## src/rtl/bram_tester_if.sv

```systemverilog
// bram_tester_if: status handshake and bram port bundle.
// master = tester side, slave = bench/bram side.
interface bram_tester_if #(
    parameter int DATA_SZ = 16,
    parameter int ADDR_SZ = 8
) ();
    logic               i_start;
    logic               o_busy;
    logic               o_done;
    logic               o_pass;
    logic [ADDR_SZ-1:0] o_err_addr;
    logic               o_wr_en;
    logic [ADDR_SZ-1:0] o_waddr;
    logic [DATA_SZ-1:0] o_wdata;
    logic [ADDR_SZ-1:0] o_raddr;
    logic [DATA_SZ-1:0] i_rdata;

    modport master (
        input  i_start, i_rdata,
        output o_busy, o_done, o_pass, o_err_addr,
        output o_wr_en, o_waddr, o_wdata, o_raddr
    );

    modport slave (
        output i_start, i_rdata,
        input  o_busy, o_done, o_pass, o_err_addr,
        input  o_wr_en, o_waddr, o_wdata, o_raddr
    );
endinterface

```

## src/rtl/bram_tester.sv

```systemverilog
// bram_tester: write/read-back pattern exerciser for a bram.
// Optional BRAM_TESTER_INV_EN adds a second pass with ~pattern.
module bram_tester #(
    parameter int DATA_SZ = 16,
    parameter int ADDR_SZ = 8,
    parameter int SEED    = 5,
    parameter int STEP    = 13
) (
    input  logic           i_clk,
    input  logic           i_rst_n,
    bram_tester_if.master  bus
);
    localparam logic [DATA_SZ-1:0] SEED_V = DATA_SZ'(SEED);
    localparam logic [DATA_SZ-1:0] STEP_V = DATA_SZ'(STEP);
    localparam logic [ADDR_SZ-1:0] LAST   = '1;
    localparam logic [ADDR_SZ-1:0] ONE    = ADDR_SZ'(1);

    typedef enum logic [2:0] {
        IDLE,
        WRITE,
        READ,
        CHECK,
`ifdef BRAM_TESTER_INV_EN
        RESTART,
`endif
        DONE
    } state_t;

    state_t             state, state_nx;
    logic [ADDR_SZ-1:0] addr, ea_q, raddr_q, err_addr;
    logic [DATA_SZ-1:0] pat, exp_q, inv_mask;
    logic               vld_q, pass, miss, at_last;

`ifdef BRAM_TESTER_INV_EN
    logic inv;
    assign inv_mask = {DATA_SZ{inv}};
`else
    assign inv_mask = '0;
`endif

    assign at_last = (addr == LAST);
    assign miss    = vld_q && (bus.i_rdata != exp_q);

    // State register.
    always_ff @(posedge i_clk or negedge i_rst_n) begin
        if (!i_rst_n) state <= IDLE;
        else          state <= state_nx;
    end

    // Next-state: stop on first mismatch, drain one cycle after last read.
    always_comb begin
        state_nx = state;
        unique case (state)
            IDLE, DONE: if (bus.i_start) state_nx = WRITE;
            WRITE:      if (at_last) state_nx = READ;
            READ: begin
                if (miss)         state_nx = DONE;
                else if (at_last) state_nx = CHECK;
            end
            CHECK: begin
                state_nx = DONE;
`ifdef BRAM_TESTER_INV_EN
                if (!miss && !inv) state_nx = RESTART;
`endif
            end
`ifdef BRAM_TESTER_INV_EN
            RESTART:    state_nx = WRITE;
`endif
            default:    state_nx = IDLE;
        endcase
    end

    // Address/pattern counters, delayed compare pipe and result flags.
    always_ff @(posedge i_clk or negedge i_rst_n) begin
        if (!i_rst_n) begin
            addr     <= '0;
            pat      <= '0;
            exp_q    <= '0;
            ea_q     <= '0;
            vld_q    <= 1'b0;
            raddr_q  <= '0;
            err_addr <= '0;
            pass     <= 1'b0;
`ifdef BRAM_TESTER_INV_EN
            inv      <= 1'b0;
`endif
        end else begin
            vld_q <= 1'b0;
            unique case (state)
                IDLE, DONE: begin
                    if (bus.i_start) begin
                        addr     <= '0;
                        pat      <= SEED_V;
                        pass     <= 1'b0;
                        err_addr <= '0;
`ifdef BRAM_TESTER_INV_EN
                        inv      <= 1'b0;
`endif
                    end
                end
                WRITE: begin
                    addr <= addr + ONE;
                    pat  <= at_last ? SEED_V : pat + STEP_V;
                end
                READ: begin
                    exp_q   <= pat ^ inv_mask;
                    vld_q   <= 1'b1;
                    ea_q    <= addr;
                    raddr_q <= addr;
                    addr    <= addr + ONE;
                    pat     <= pat + STEP_V;
                    if (miss) err_addr <= ea_q;
                end
                CHECK: begin
                    if (miss) err_addr <= ea_q;
`ifdef BRAM_TESTER_INV_EN
                    else if (inv) pass <= 1'b1;
`else
                    else pass <= 1'b1;
`endif
                end
`ifdef BRAM_TESTER_INV_EN
                RESTART: begin
                    inv  <= 1'b1;
                    addr <= '0;
                    pat  <= SEED_V;
                end
`endif
                default: ;
            endcase
        end
    end

    // Outputs decoded from state; raddr holds its last value outside READ.
    always_comb begin
        bus.o_busy     = (state != IDLE) && (state != DONE);
        bus.o_done     = (state == DONE);
        bus.o_pass     = pass;
        bus.o_err_addr = err_addr;
        bus.o_wr_en    = (state == WRITE);
        bus.o_waddr    = (state == WRITE) ? addr : '0;
        bus.o_wdata    = (state == WRITE) ? (pat ^ inv_mask) : '0;
        bus.o_raddr    = (state == READ) ? addr : raddr_q;
    end
endmodule

```

## src/flat_wrapper.sv

```systemverilog
// flat-port wrapper written by rule: the top's interface ports become plain ports
module bram_tester_flat 
#(
    parameter int DATA_SZ = 16,
    parameter int ADDR_SZ = 8,
    parameter int SEED    = 5,
    parameter int STEP    = 13
)
  (i_clk, i_rst_n, bus_i_start, bus_i_rdata, bus_o_busy, bus_o_done, bus_o_pass, bus_o_err_addr, bus_o_wr_en, bus_o_waddr, bus_o_wdata, bus_o_raddr);
  bram_tester_if #(.DATA_SZ(DATA_SZ), .ADDR_SZ(ADDR_SZ)) bus_i ();
  input  logic i_clk;
  input  logic i_rst_n;
  input wire logic [$bits(bus_i.i_start)-1:0] bus_i_start;
  input wire logic [$bits(bus_i.i_rdata)-1:0] bus_i_rdata;
  output wire logic [$bits(bus_i.o_busy)-1:0] bus_o_busy;
  output wire logic [$bits(bus_i.o_done)-1:0] bus_o_done;
  output wire logic [$bits(bus_i.o_pass)-1:0] bus_o_pass;
  output wire logic [$bits(bus_i.o_err_addr)-1:0] bus_o_err_addr;
  output wire logic [$bits(bus_i.o_wr_en)-1:0] bus_o_wr_en;
  output wire logic [$bits(bus_i.o_waddr)-1:0] bus_o_waddr;
  output wire logic [$bits(bus_i.o_wdata)-1:0] bus_o_wdata;
  output wire logic [$bits(bus_i.o_raddr)-1:0] bus_o_raddr;
  assign bus_i.i_start = bus_i_start;
  assign bus_i.i_rdata = bus_i_rdata;
  assign bus_o_busy = bus_i.o_busy;
  assign bus_o_done = bus_i.o_done;
  assign bus_o_pass = bus_i.o_pass;
  assign bus_o_err_addr = bus_i.o_err_addr;
  assign bus_o_wr_en = bus_i.o_wr_en;
  assign bus_o_waddr = bus_i.o_waddr;
  assign bus_o_wdata = bus_i.o_wdata;
  assign bus_o_raddr = bus_i.o_raddr;
  bram_tester #(.DATA_SZ(DATA_SZ), .ADDR_SZ(ADDR_SZ), .SEED(SEED), .STEP(STEP)) u_core (.i_clk(i_clk), .i_rst_n(i_rst_n), .bus(bus_i));
endmodule
```

## config.mk

```make
export PLATFORM = sky130hd
export DESIGN_NAME = bram_tester_flat
export DESIGN_NICKNAME = d
export VERILOG_FILES = /design/src/rtl/bram_tester_if.sv /design/src/rtl/bram_tester.sv /design/src/flat_wrapper.sv
export SDC_FILE = /design/constraint.sdc
export NUM_CORES = 1
export LEC_CHECK = 0
export ABC_AREA = 1
export CAP_MARGIN = 0
export CORE_ASPECT_RATIO = 0.5
export CORE_MARGIN = 4
export CORE_UTILIZATION = 52
export CTS_CLUSTER_DIAMETER = 120
export DETAILED_ROUTE_END_ITERATION = 10
export PLACE_DENSITY = 0.82
export SYNTH_ARGS = -nofsm -noshare
export SYNTH_HDL_FRONTEND = slang
export SYNTH_SLANG_ARGS = --single-unit
```

## constraint.sdc

```tcl
create_clock -name i_clk -period 2 [get_ports i_clk]
set_input_delay 0.4 -clock i_clk [delete_from_list [all_inputs] [get_ports i_clk]]
set_output_delay 0.4 -clock i_clk [all_outputs]
set_load 0.005 [all_outputs]
```

Word level (Yosys, flattened, before mapping). Cells that the tools add are included.

Register bits after elaboration: 69. Word-level logic and storage cells: 58. Input bits: 19.

$add $sub $neg: 2. Equal/unequal tests: 12. Reduce and logical (&&, ||, !) cells: 16. Muxes and demuxes: 19.

Operators by type and width (count): 16-bit two-way mux (3); 16-bit case mux with 3 select lines (1); 8-bit two-way mux (4); 8-bit case mux with 2 select lines (2); 16-bit by 4-bit adder with 16-bit output, second input constant (1); 16-bit != test (1); 3-bit two-way mux (4); 3-bit case mux with 4 select lines (1); 3-bit AND reduction (3); 8-bit by 1-bit adder with 8-bit output, second input constant (1); 8-bit equality test, second input constant (1); 3-bit by 2-bit equality test with 1-bit output, second input constant (2); 2-bit nonzero test (3); 3-bit nonzero test (2); 2-bit OR reduction (3); 2-bit by 1-bit != test with 1-bit output, second input constant (2); 2-bit != test, second input constant (2); 2-bit AND reduction (2); 3-bit by 1-bit equality test with 1-bit output, second input constant (1); 3-bit equality test, second input constant (1); 3-bit zero test (1); 1-bit two-way mux (3); 3-bit by 1-bit != test with 1-bit output, second input constant (1); 3-bit != test, second input constant (1); other kinds (2) (3).

Longest topological paths before layout.
Depth after elaboration: 4. Gate-level depth with buffers: 14.

Worst setup path after synthesis. Ideal clock, no wire load.

Path type: flip-flop to output port. From: reg u_core.state[1]. To: out bus_o_raddr[0]. Slack: 288 ps. Required time: 1600 ps. Arrival time: 1312 ps. Stages on the path, launching flop included: 8. Path through: dfrtp_1 > inv_1 > nor2_2 > nand2_2 > clkbuf_1 > clkbuf_1 > nand2_1 > nand2_1.

Longest elaborated chain between the ends: 2.

Ends and longest elaborated chain: from (decl) (line bram_tester.sv:29) `state_t state, state_nx;`; from (signal assigned) (line bram_tester.sv:47) `else state <= state_nx;`; 3-bit by 2-bit equality test with 1-bit output (line bram_tester.sv:143) `bus.o_raddr = (state == READ) ? addr : raddr_q;`; 8-bit two-way mux (line bram_tester.sv:143); to (decl) (line flat_wrapper.sv:22) `output wire logic [$bits(bus_i.o_raddr)-1:0] bus_o_raddr;`.

No other way between the ends.

Final worst setup path.
From: reg u_core.state[2]. To: out bus_o_wdata[12].

Longest elaborated chain between the ends: 2.

Ends and longest elaborated chain: 3-bit by 1-bit equality test with 1-bit output (line bram_tester.sv:142) `bus.o_wdata = (state == WRITE) ? (pat ^ inv_mask) : '0;`; 16-bit two-way mux (line bram_tester.sv:142); to (decl) (line flat_wrapper.sv:21) `output wire logic [$bits(bus_i.o_wdata)-1:0] bus_o_wdata;`.

No other way between the ends.

==> impl_metrics.env <==
export IMPL_synth_top_cell_area_share_pct=50.6
export IMPL_synth_edf_count=0
export IMPL_cp_start_kind="flop"
export IMPL_final_min_clock_period_ns=2.12
export IMPL_hold_path_class="reg2reg"
export IMPL_cts_root_buf="clkbuf_16"
export IMPL_grt_max_degree=55
export IMPL_drc=0
export IMPL_outcome="finished, violations left"
export IMPL_fin_crit_sh_pct=106
export IMPL_coreArea_sq_um=6210
export IMPL_rsz0062_at_grt="true"
export IMPL_grt_usage_pct=26.4
export IMPL_area_growth_synth_to_final_pct=41.8
export IMPL_postSynthAreaPerCell_sq_um=7.50
export IMPL_dieArea_sq_um=8010
export IMPL_worstSetupPathType="reg2out"
export IMPL_clock_sinks=69
export IMPL_gr_total_overflow=0
export IMPL_pin_count=63
export IMPL_ant_nets=0
export IMPL_timing_fmax_ghz=0.471
export IMPL_critPathSlowestCell="dfrtp_2"
export IMPL_cts_buffers=9
export IMPL_p_leak_nw=2.58
export IMPL_gp_congestion=0.857
export IMPL_htree_levels=3
export IMPL_drive_gt1_share_pct=23.0
export IMPL_antenna_found_initial=0
export IMPL_start_util_pct=55.0
export IMPL_hold_viol_final=0
export IMPL_clk_pin_slew_ns=0.06
export IMPL_synth_common_cells="nand2_1, dfrtp_1, inv_1"
export IMPL_ys_seq_area_share_pct=50.6
export IMPL_multi_input_area_sq_um=1500
export IMPL_yosysWarningCount=0
export IMPL_synth_most_common_cell="nand2_1"
export IMPL_violations="setup timing"
export IMPL_fin_util_pct=78.0
export IMPL_max_slew_worst_pin_slew_ns=0.380
export IMPL_clock_tree_buffer_depth=2
export IMPL_synthFlopType="dfrtp_1"
export IMPL_fillCellCount=388
export IMPL_finalWirelength_um=11200
export IMPL_drtIter0Drc=473
export IMPL_die_w_um=123
export IMPL_clock_latency_ns=0.33
export IMPL_crit_required_ns=1.60
export IMPL_synth_top_cell_by_area="dfrtp_1"
export IMPL_synthDistinctLibCells=27
export IMPL_seq_area_sq_um=1730
export IMPL_finalSetupViolations=5
export IMPL_routed_via_count=3571
export IMPL_grt_pass1_vias=3183
export IMPL_slew_headroom_pct=74.7
export IMPL_critPathMaxStageDelay_ns=0.43
export IMPL_viasPerCell=5.36
export IMPL_ys_top_cells_by_area="dfrtp_1, nand2_1, inv_1"
export IMPL_num_rows=20
export IMPL_peakVddDrop_mv=0.696
export IMPL_wire_per_inst_um=16.8
export IMPL_fin_nets=595
export IMPL_synth_area_sq_um=3410
export IMPL_ys_seq_elements=69
export IMPL_path_max_fanout=13
export IMPL_setup_ws_ns=-0.124
export IMPL_finalPower_mw=7.01
export IMPL_tritoncts="yes"
export IMPL_diodes=0
export IMPL_slew_violations=0
export IMPL_place_ws_ns=-0.124
export IMPL_dp_hpwl_um=6230
export IMPL_grt_pass1_wl_um=16100
export IMPL_drt_pass1_iter_count=6
export IMPL_maxCapViolations=0
export IMPL_fp_dieH_um=65.3
export IMPL_syn_inst=455
export IMPL_cp_arrival_ns=1.72
export IMPL_syn_nets=476
export IMPL_fin_skew_ns=0.00494
export IMPL_async_flop_share_pct=100
export IMPL_crit_chain="buf_4 -> inv_2 -> nand3_4 -> clkbuf_16 -> nor2_1 -> clkdlybuf4s15_1"
export IMPL_numPortBuffers=62
export IMPL_endpoint_kind="output pin"
export IMPL_power_density_nw_per_um2=1450
## state kept, by name, summed over array words and instances (netlist names)
register,cells
u_core.raddr_q,8
u_core.vld_q,1
u_core.pat,16
u_core.exp_q,16
u_core.addr,8
u_core.bus.o_err_addr,8
u_core.state,3
u_core.bus.o_pass,1
u_core.ea_q,8
## final cells by class
type                            count  share of cell area, %
Sequential cell                    69                   35.7
Multi-Input combinational cell    307                   30.9
Timing Repair Buffer              118                   20.1
Inverter                           68                   5.53
Clock buffer                       11                   4.81
Tap cell                           88                   2.27
Clock inverter                      4                  0.543
Timing Repair inverter              1                  0.155
## per-layer routing
layer | up-vias | share of wire, % | track usage (%)
li1 | 1632 | - | -
met1 | 1671 | 41 | 37.3
met2 | 227 | 45 | 40.9
met3 | 41 | 11 | 7.05
met4 | 0 | 3.8 | 6.00
met5 | - | 0 | 0
## cells in the final DEF, fill, tap and decap left out, types with 4 or more instances in the layout
cell and count:
clkdlybuf4s50_1 26, dfrtp_1 68, buf_4 44, xor2_1 8, buf_6 7, nand3_1 18, nand2_4 4, inv_1 62
o22ai_1 7, clkinvlp_4 4, a21oi_1 7, nand2_1 138, clkbuf_16 10, o21ai_0 30, clkbuf_2 27, nor2_1 63
nand2_2 7
## critical path: cells and delay by family, from the launching register on
family	cells	cell delay, ns
flops	1	0.43
simple gates	2	0.27
buf+inv	4	0.68
## metrics by stage
step	hold WS [ns]	TNS [ns]	instances	area (sq um)
finish	0.476	-0.273	666	4840
global route	0.511	-1.32	666	4840
CTS	0.475	-0.427	652	4700
detailed placement	0.341	-1.01	620	4320
global placement	0.339	-0.443	620	4320
floorplan	0.104	0	455	3410
## power by group
part	total [mW]	internal (mW)	switching [mW]
clock	1.41	0.829	0.580
sequential	2.15	1.82	0.330
combinational	3.45	1.47	1.98
## cells by family after synthesis
group	Yosys count	synth area share, %
adders and majority gates	2	0.733
AOI/OAI and AO/OA	48	7.40
DFF	69	50.6
and+or+nand+nor	248	30.2
xor gates and xnor gates	9	2.31
buffers and inverters	79	8.76
## path summary, 6_finish.rpt
path | start | to | slack [ns] | cells after the start
worst min register to register | u_core.raddr_q[1] | u_core.raddr_q[1] | 0.48 | 2
worst max-delay path | u_core.state[2] | bus_o_wdata[12] | -0.12 | 6
max in group asynchronous | i_rst_n | u_core.state[2] | 0.83 | 3
worst min-delay path | u_core.raddr_q[1] | u_core.raddr_q[1] | 0.48 | 2
worst max register to register | u_core.state[2] | u_core.pat[14] | -0.06 | 13
min in group asynchronous | i_rst_n | u_core.pat[8] | 0.56 | 2
## timing repair
action                                  in CTS  in global routing
gates resized for setup                     56                 87
pin swaps                                    5                  6
cloned                                       1                  1
hold buffers                                 1                  0
buffers inserted                            15                 13
endpoints found under the setup margin      34                 30
hold endpoints to repair                    15                  0
Note: power is estimated with default switching activity, not from simulation.
